`config.mk`:
```
export PLATFORM = sky130hd
export DESIGN_NAME = mux_pipe
export DESIGN_NICKNAME = d
export VERILOG_FILES = /design/src/rtl/mux_pipe.sv
export SDC_FILE = /design/constraint.sdc
export NUM_CORES = 1
export LEC_CHECK = 0
export ABC_CLOCK_PERIOD_IN_PS = 2900
export CAP_MARGIN = 5
export CORE_MARGIN = 2
export CORE_UTILIZATION = 30
export CTS_BUF_LIST = sky130_fd_sc_hd__clkbuf_4 sky130_fd_sc_hd__clkbuf_8
export DETAILED_ROUTE_END_ITERATION = 10
export GPL_TIMING_DRIVEN = 0
export PLACE_DENSITY = 0.67
export REMOVE_ABC_BUFFERS = 1
export SYNTH_ARGS = -nofsm -noshare
export SYNTH_HDL_FRONTEND = slang
export SYNTH_SLANG_ARGS = --single-unit
```
`constraint.sdc`:
```
create_clock -name clk -period 2.9 [get_ports clk]
set_input_delay 0.29 -clock clk [delete_from_list [all_inputs] [get_ports clk]]
set_output_delay 0.29 -clock clk [all_outputs]
set_load 0.01 [all_outputs]
```
`src/rtl/mux_pipe.sv`:
```
// Registered CHANNELS:1 selector with a one-deep valid/ready output stage.
// Define MUX_PIPE_ERR_CNT_EN to add a saturating 8-bit out-of-range select counter (err_count).
module mux_pipe #(
    parameter int unsigned WIDTH    = 8,
    parameter int unsigned CHANNELS = 3,
    parameter int unsigned SEL_W    = 2
) (
    input  logic                      clk,
    input  logic                      rst_n,
    input  logic [CHANNELS*WIDTH-1:0] in_data,
    input  logic [SEL_W-1:0]          in_sel,
    input  logic                      in_valid,
    output logic                      in_ready,
    output logic [WIDTH-1:0]          out_data,
    output logic                      out_err,
    output logic                      out_valid,
`ifdef MUX_PIPE_ERR_CNT_EN
    output logic [7:0]                err_count,
`endif
    input  logic                      out_ready
);

    localparam int unsigned Nodes = 2 ** SEL_W;

    if (CHANNELS > Nodes) begin : g_sel_w_chk
        $error("mux_pipe: CHANNELS exceeds 2**SEL_W");
    end
    if (WIDTH < 1 || WIDTH > 64) begin : g_width_chk
        $error("mux_pipe: WIDTH out of range 1..64");
    end
    if (CHANNELS < 2 || CHANNELS > 16) begin : g_channels_chk
        $error("mux_pipe: CHANNELS out of range 2..16");
    end

    logic [Nodes*WIDTH-1:0] padded;
    logic [WIDTH-1:0]       lvl [SEL_W+1][Nodes];
    logic [WIDTH-1:0]       sel_data;
    logic                   sel_err;
    logic                   accept;

    logic [1:0]       rst_sync_q;
    logic [WIDTH-1:0] out_data_q, out_data_d;
    logic             out_err_q, out_err_d;
    logic             out_valid_q, out_valid_d;

    // Balanced 2:1 tree: level l resolves in_sel[l], unused leaves are tied to zero.
    always_comb begin
        padded = '0;
        padded[CHANNELS*WIDTH-1:0] = in_data;
        for (int l = 0; l <= SEL_W; l++) begin
            for (int i = 0; i < Nodes; i++) begin
                lvl[l][i] = '0;
            end
        end
        for (int i = 0; i < Nodes; i++) begin
            lvl[0][i] = padded[i*WIDTH +: WIDTH];
        end
        for (int l = 0; l < SEL_W; l++) begin
            for (int i = 0; i < (Nodes >> (l + 1)); i++) begin
                lvl[l+1][i] = in_sel[l] ? lvl[l][2*i+1] : lvl[l][2*i];
            end
        end
        sel_err  = 32'(in_sel) >= CHANNELS;
        sel_data = sel_err ? '0 : lvl[SEL_W][0];
    end

    // Reset release is resynchronised; in_ready stays low until it has crossed both flops.
    always_ff @(posedge clk or negedge rst_n) begin
        if (!rst_n) begin
            rst_sync_q <= 2'b00;
        end else begin
            rst_sync_q <= {rst_sync_q[0], 1'b1};
        end
    end

    assign in_ready = rst_sync_q[1] & (~out_valid_q | out_ready);
    assign accept   = in_valid & in_ready;

    always_comb begin
        out_data_d  = out_data_q;
        out_err_d   = out_err_q;
        out_valid_d = out_valid_q;
        if (accept) begin
            out_data_d  = sel_data;
            out_err_d   = sel_err;
            out_valid_d = 1'b1;
        end else if (out_ready) begin
            out_valid_d = 1'b0;
        end
    end

    always_ff @(posedge clk or negedge rst_n) begin
        if (!rst_n) begin
            out_data_q  <= '0;
            out_err_q   <= 1'b0;
            out_valid_q <= 1'b0;
        end else begin
            out_data_q  <= out_data_d;
            out_err_q   <= out_err_d;
            out_valid_q <= out_valid_d;
        end
    end

    assign out_data  = out_data_q;
    assign out_err   = out_err_q;
    assign out_valid = out_valid_q;

`ifdef MUX_PIPE_ERR_CNT_EN
    logic [7:0] err_count_q, err_count_d;

    always_comb begin
        err_count_d = err_count_q;
        if (accept && sel_err && (err_count_q != 8'hFF)) begin
            err_count_d = err_count_q + 8'd1;
        end
    end

    always_ff @(posedge clk or negedge rst_n) begin
        if (!rst_n) begin
            err_count_q <= 8'd0;
        end else begin
            err_count_q <= err_count_d;
        end
    end

    assign err_count = err_count_q;
`endif

endmodule

```
# Word-level counts from Yosys, hierarchy flattened
# Index checks and enable logic that the tools add are counted.
dict set report totals {
  output_inout_bits 11
  reg_bits 12
  inputBits 30
}
dict set report classes {
  bitwise 4
  n_mux 6
  reduce_logical 1
  order_cmp 1
}
# op n
set op_table {}
lappend op_table {{$mux 8} 4}
lappend op_table {{$and 1x1->1} 2}
lappend op_table {{$ge 2x2->1 const B} 1}
lappend op_table {{$mux 1} 2}
lappend op_table {{$reduce_bool 2->1} 1}
lappend op_table {{$not 1->1} 1}
lappend op_table {{$or 1x1->1} 1}

# Logic depth before layout (Yosys ltp)
# Gate-level depths: netlist of the first run.
dict set report depth {
  depth_word 5
  mapped_depth 5
  mapped_depth_nobuf 3
}

# Worst setup path after synthesis of the first run
# Ideal clock, no wire load.
dict set report synth_path {
  path_kind {reg-to-reg}
  from {register out_valid_q (netlist: out_valid)}
  to {register out_data_q[1] (netlist: out_data[1])}
  t_arrival_ns 1.114
  setup_ns 0.125
  path_stages_with_launch 5
  path_slack_ns 1.662
  cell_sequence {dfrtp_1 nand2b_1 nor2b_1 buf_6 mux2_2}
}
dict set report synth_via {
  elab_chain_len 4
}
# element line
set synth_rtl {}
lappend synth_rtl {{start: declaration} 44} ;# logic out_valid_q, out_valid_d;
lappend synth_rtl {{start signal: assignment} 100} ;# out_valid_q <= out_valid_d;
lappend synth_rtl {{$not 1->1} 76} ;# assign in_ready = rst_sync_q[1] & (~out_valid_q | out_ready);
lappend synth_rtl {{$or 1x1->1} 76}
lappend synth_rtl {{$and 1x1->1} 76}
lappend synth_rtl {{$and 1x1->1} 77} ;# assign accept = in_valid & in_ready;
lappend synth_rtl {{end signal: assignment} 98} ;# out_data_q <= out_data_d;
lappend synth_rtl {{end: declaration} 42} ;# logic [WIDTH-1:0] out_data_q, out_data_d;
# Every way passes these cells.
# A chain may end at the register's enable or synchronous reset.

# Final worst setup path of the first run
dict set report layout_path {
  from {input out_ready}
  to {register out_data_q[1] (netlist: out_data[1])}
}
dict set report layout_via {
  elab_chain_len 3
}
# element line
set layout_rtl {}
lappend layout_rtl {{start: declaration} 20} ;# input logic out_ready
lappend layout_rtl {{$or 1x1->1} 76}
lappend layout_rtl {{$and 1x1->1} 76}
lappend layout_rtl {{$and 1x1->1} 77}
# Every way passes these cells.

==> reports/results.ini, run 1 <==
[timing]
hold_slack_ns = 0.3613
rsz0062_at_grt = false
timing.setup.tns_ns = 0
relSlewSlack_pct = 44.36
hold_viol = 0
fmax_mhz = 550.0
post-route-period-util_pct = 62.70
tightest_slew_ns = 0.8329
finalMaxSlewViolations = 0
setup_violations = 0
finClkSkew_ns = 0.001643
min_period_ns = 1.818

[finish]
drive_above_1_share_pct = 11.46
seq_area_um2 = 300.3
fillers = 222
layout.nets = 128
syn_to_final_growth_pct = 59.23
diodes = 0
final_cell_area_um2 = 1080
multi_input_area_um2 = 317.8

[setup_path]
reg2reg_depth = 3
critical_path_class = input port to flip-flop
cp-startpoint = out_ready
critPathMaxFanout = 9
cp-end-kind = flip-flop
worstPathRequired_ns = 3.05
reg2reg_to = out_data[1]$_DFFE_PN0P_
ff2ff_setup_slack_ns = 1.21
crit_arrival_ns = 1.97
startpoint_type = input port
r2r_start = out_valid$_DFFE_PN0P_
worstSetupEndpoint = out_data[1]$_DFFE_PN0P_

[clock_network]
cts_tree = yes
cts_root_buffer = clkbuf_4
cts_hold_buf = 0
post-cts-setup-buffers = 0
cts_buffers = 3
path_clk_slew_ns = 0.07
cts_buffer_depth = 2
clkLatencyLatePin_ns = 0.26
clock_sinks = 12
ctsResizeCount = 0
cts_max_level = 1

[global_routing]
grt_overflow = 0
track_usage_pct = 11.96
first_global_vias = 556
grt_max_degree = 18
antenna_found_initial = 0
grt_pass1_wl_um = 2366

[synthesis]
synth_area_um2 = 678.2
syn_avg_cell_area_um2 = 11.69
yosys_warnings = 0
synth_most_common_cell = dfrtp_1
ys_seq_area_share_pct = 44.28
synth_seq_cells = 12
synth_common_cells = dfrtp_1, mux2i_1, nand3b_1, o21ai_1, mux2_2
synth.largest_area_cell = dfrtp_1
synth_area_leaders = dfrtp_1, mux2i_1, mux2_2
syn_inst = 58
synth_top_area_share_pct = 44.28
async_flop_share_pct = 100.0
synth_edf_count = 0
ys_types = 16
ys.flop_type = dfrtp_1

[detailed_routing]
num_vias = 579
first_pass_iters = 1
drt_iter0_drc = 0
vias_per_cell = 4.669
drtAntennaViolNets = 0
drc = 0
wl_um = 1472
post_drt_wl_per_cell_um = 11.87

[outcome]
outcome = completed

[floorplan]
die_height_um = 51.55
initial_utilization_pct = 31.26
rows = 17
core_um2 = 2170
fp.dieW_um = 51.55
dieArea_um2 = 2657
ioPinCount = 41

[pwr]
leakagePower_nw = 0.4509
ir_drop_mv = 0.1933
p_per_area_nw_per_um2 = 435.8

[place]
place_congestion = 0.6054
io_buffers = 40
placed_cell_area_um2 = 1057
dp_hpwl_um = 1143

[min_path]
hold_path_class = flip-flop to flip-flop
hp-start = rst_sync_q[0]$_DFF_PN0_

[job]
drv_cap = 0

==> worst min-delay path by stage <==
stage,end,slack (ns),depth (start not counted)
2_1_floorplan,out_data[0]$_DFFE_PN0P_,-0.006,0
3_3_place_gp,rst_sync_q[1]$_DFF_PN0_,0.33,0
3_5_place_dp,rst_sync_q[1]$_DFF_PN0_,0.35,0
4_1_cts,rst_sync_q[1]$_DFF_PN0_,0.36,0
5_1_grt,rst_sync_q[1]$_DFF_PN0_,0.38,0
6_report,rst_sync_q[1]$_DFF_PN0_,0.36,0
==> flip-flops by register name, indices dropped and copies added, names as in the netlist <==
register    flops
out_data        8
out_err         1
out_valid       1
rst_sync_q      2
==> cell type report <==
class / instances / area share [%]
flip-flops and latches: 12 / 27.81
multi-input cells: 40 / 29.43
clock buffers: 3 / 2.086
well taps: 28 / 3.244
repair buffers: 40 / 37.08
inverters: 1 / 0.3476
==> per-layer routing <==
| layer | share of wire [%] | GRT usage, % | vias to the layer above | wire, µm |
|---|---|---|---|---|
| met3 | 14 | 4.598 | 2 | 206 |
| li1 | - | - | 278 | - |
| met1 | 43 | 14.15 | 270 | 628 |
| met2 | 42 | 17.95 | 29 | 620 |
| met4 | 1.1 | 7.895 | 0 | 16 |
| met5 | 0 | 0 | - | 0 |
==> cell families after synthesis <==
kind of cell    after synthesis  synth area share (%)
buf+inv                       6                 8.853
flops                        12                 44.28
other cells                   1                0.5530
simple gates                 14                 13.29
compound gates                8                 5.904
mux                          17                 27.12
==> cells in the final DEF, fill, tap and decap left out <==
cell type	instances
mux2_2	7
dfrtp_1	12
and2_1	1
conb_1	1
mux2_4	1
nand3b_1	8
clkdlybuf4s50_1	40
inv_1	1
nor2b_1	1
mux2i_1	9
clkbuf_4	3
nand2_1	3
o21ai_1	8
nand2b_1	1
==> where the power goes <==
group	internal (mW)	total [mW]	leakage [nW]	switching, mW
logic	0.111	0.167	0.289	0.0553
registers	0.194	0.208	0.148	0.0131
clock network	0.0479	0.0963	0.0138	0.0484
==> per-stage QoR <==
stage	util (%)	power, mW	instances	worst slack [ns]
2_1_floorplan	-	0.2685	53	1.370
3_3_place_gp	48.73	0.3766	121	0.7990
3_5_place_dp	48.73	0.3798	121	0.7641
4_1_cts	49.77	0.4801	124	1.050
5_1_grt	49.77	0.5030	124	0.9486
6_report	49.77	0.4705	124	1.082
==> critical path: stages <==
cell	delay, ns
clkdlybuf4s50_1	0.45
nand2b_1	0.13
nor2b_1	0.68
mux2_2	0.41
Note: power is estimated with default switching activity, not from simulation.
==> run 2: changes to the inputs <==
ABC_CLOCK_PERIOD_IN_PS = 1500   (was 2900)
PLACE_DENSITY = 0.69   (was 0.67)
clock period = 1.5 ns   (was 2.9 ns; I/O delays follow)
==> run 2 against run 1 <==
  * Die area unchanged
  * First-iteration DRC count rose by 4
  * Register-to-register slack lost 1.0 ns
  * Clock power rose to 2.7 times the previous value
  * Critical path depth is 3 lower
  * Wire length is 12% higher
  * Non-clock buffer count unchanged
==> reports/results.ini, run 2 (synthesis results as in run 1) <==
[clock_network]
cts_max_level = 1
cts_buffers = 3
post-cts-setup-buffers = 0
path_clk_slew_ns = 0.08
clock_sinks = 12
cts_root_buffer = clkbuf_4
cts_tree = yes
cts_buffer_depth = 2
clkLatencyLatePin_ns = 0.27

[place]
io_buffers = 40
place_congestion = 0.6196
pre_cts_slack_ns = -0.5088
dp_hpwl_um = 1174

[detailed_routing]
post_drt_wl_per_cell_um = 13.24
num_vias = 570
first_pass_iters = 2
vias_per_cell = 4.560
drt_iter0_drc = 4
wl_um = 1655
drc = 0
drtAntennaViolNets = 0

[floorplan]
dieArea_um2 = 2657
fp.dieW_um = 51.55
die_height_um = 51.55
ioPinCount = 41
rows = 17
core_um2 = 2170
initial_utilization_pct = 31.26

[global_routing]
antenna_found_initial = 0
met2_usage_pct = 21.15
grt_overflow = 0
track_usage_pct = 13.70
grt_max_degree = 18
grt_use_met1_pct = 16.97
grt_busiest_layer = met2
grt_pass1_wl_um = 2642
met3_usage_pct = 4.023
first_global_vias = 588

[pwr]
ir_drop_mv = 0.5041
p_per_area_nw_per_um2 = 894.9
leakagePower_nw = 0.4691

[timing]
post-route-period-util_pct = 88.51
hold_viol = 0
setup_ws_ns = 0.1723
relSlewSlack_pct = 52.78
fmax_mhz = 753.2
finalMaxSlewViolations = 0
rsz0062_at_grt = false
tightest_slew_ns = 0.7083
finClkSkew_ns = 0.002534
hold_slack_ns = 0.2281
min_period_ns = 1.328
setup_violations = 0

[setup_path]
critical_path_class = flip-flop to primary output
slowest_stage = clkdlybuf4s50_1
startpoint_type = flip-flop
worstPathRequired_ns = 1.35
path_buf_inv = 1
crit_chain = clkdlybuf4s50_1
cp_top_family = buffers and inverters
cp-end-kind = primary output
crit_path_max_incr_delay_ns = 0.54
critPathMaxFanout = 2
crit_arrival_ns = 1.18

[min_path]
hold_path_class = input port to asynchronous set/reset pin

[finish]
layout.nets = 128
seq_area_um2 = 300.3
fillers = 210
syn_to_final_growth_pct = 61.99
diodes = 0
drive_above_1_share_pct = 13.40
layout_commonest_cell = clkdlybuf4s50_1
layout_common_cells = clkdlybuf4s50_1, dfrtp_1, mux2i_1
multi_input_area_um2 = 325.3
largest_reg_flops = 8

[outcome]
outcome = completed

[job]
drv_cap = 0

run 2: cell count changes in the layout (fill, tap and decap cells not counted):
cell	delta
nor2b_1	-1
nor2b_4	+1
clkbuf_8	+1
clkdlybuf4s50_1	-2
dlygate4sd2_1	+2
run 2: per-layer routing:
layer	vias up	share of wire, %
met5	-	0
met4	0	1.6
met3	4	11
met2	28	46
met1	259	42
li1	279	-
run 2: final cells by class:
class                   instances  share of cell area (%)
inverters                       1                  0.3417
repair buffers                 40                   36.22
flip-flops and latches         12                   27.33
multi-input cells              40                   29.61
clock buffers                   4                   3.303
well taps                      28                   3.189
run 2: stage by stage:
| step | util, % | instances | total power, mW | cell area, µm² | TNS, ns |
|---|---|---|---|---|---|
| finish | 50.63 | 125 | 0.9831 | 1099 | 0 |
| global route | 50.63 | 125 | 1.037 | 1099 | 0 |
| CTS | 50.40 | 125 | 0.9941 | 1094 | 0 |
| detailed placement | 48.73 | 121 | 0.7338 | 1057 | -4.298 |
| global placement | 48.73 | 121 | 0.7275 | 1057 | -4.130 |
| floorplan | - | 53 | 0.5192 | 621.8 | -0.2087 |
run 2: path summary, 6_finish.rpt:
path	startpoint	to	slack (ns)	depth (start not counted)
worst max-delay path	out_err$_DFFE_PN0P_	out_err	0.17	1
worst min-delay path	rst_n	out_data[1]$_DFFE_PN0P_	0.23	1
worst max register to register	out_valid$_DFFE_PN0P_	out_data[5]$_DFFE_PN0P_	0.21	3
worst min register to register	rst_sync_q[0]$_DFF_PN0_	rst_sync_q[1]$_DFF_PN0_	0.37	0
max in group asynchronous	rst_n	out_data[6]$_DFFE_PN0P_	0.91	1
min in group clk	rst_sync_q[0]$_DFF_PN0_	rst_sync_q[1]$_DFF_PN0_	0.37	0
run 2: power by group:
part	internal, mW	total (mW)	switching [mW]
sequential	0.376	0.400	0.0245
combinational	0.215	0.324	0.110
clock	0.148	0.259	0.111
run 2: what timing repair did:
action                     CTS  global route
setup endpoints to repair   10             8
resized for setup            3             1
pin swaps                    0             0
hold buffers                 0             0
gates cloned                 0             0
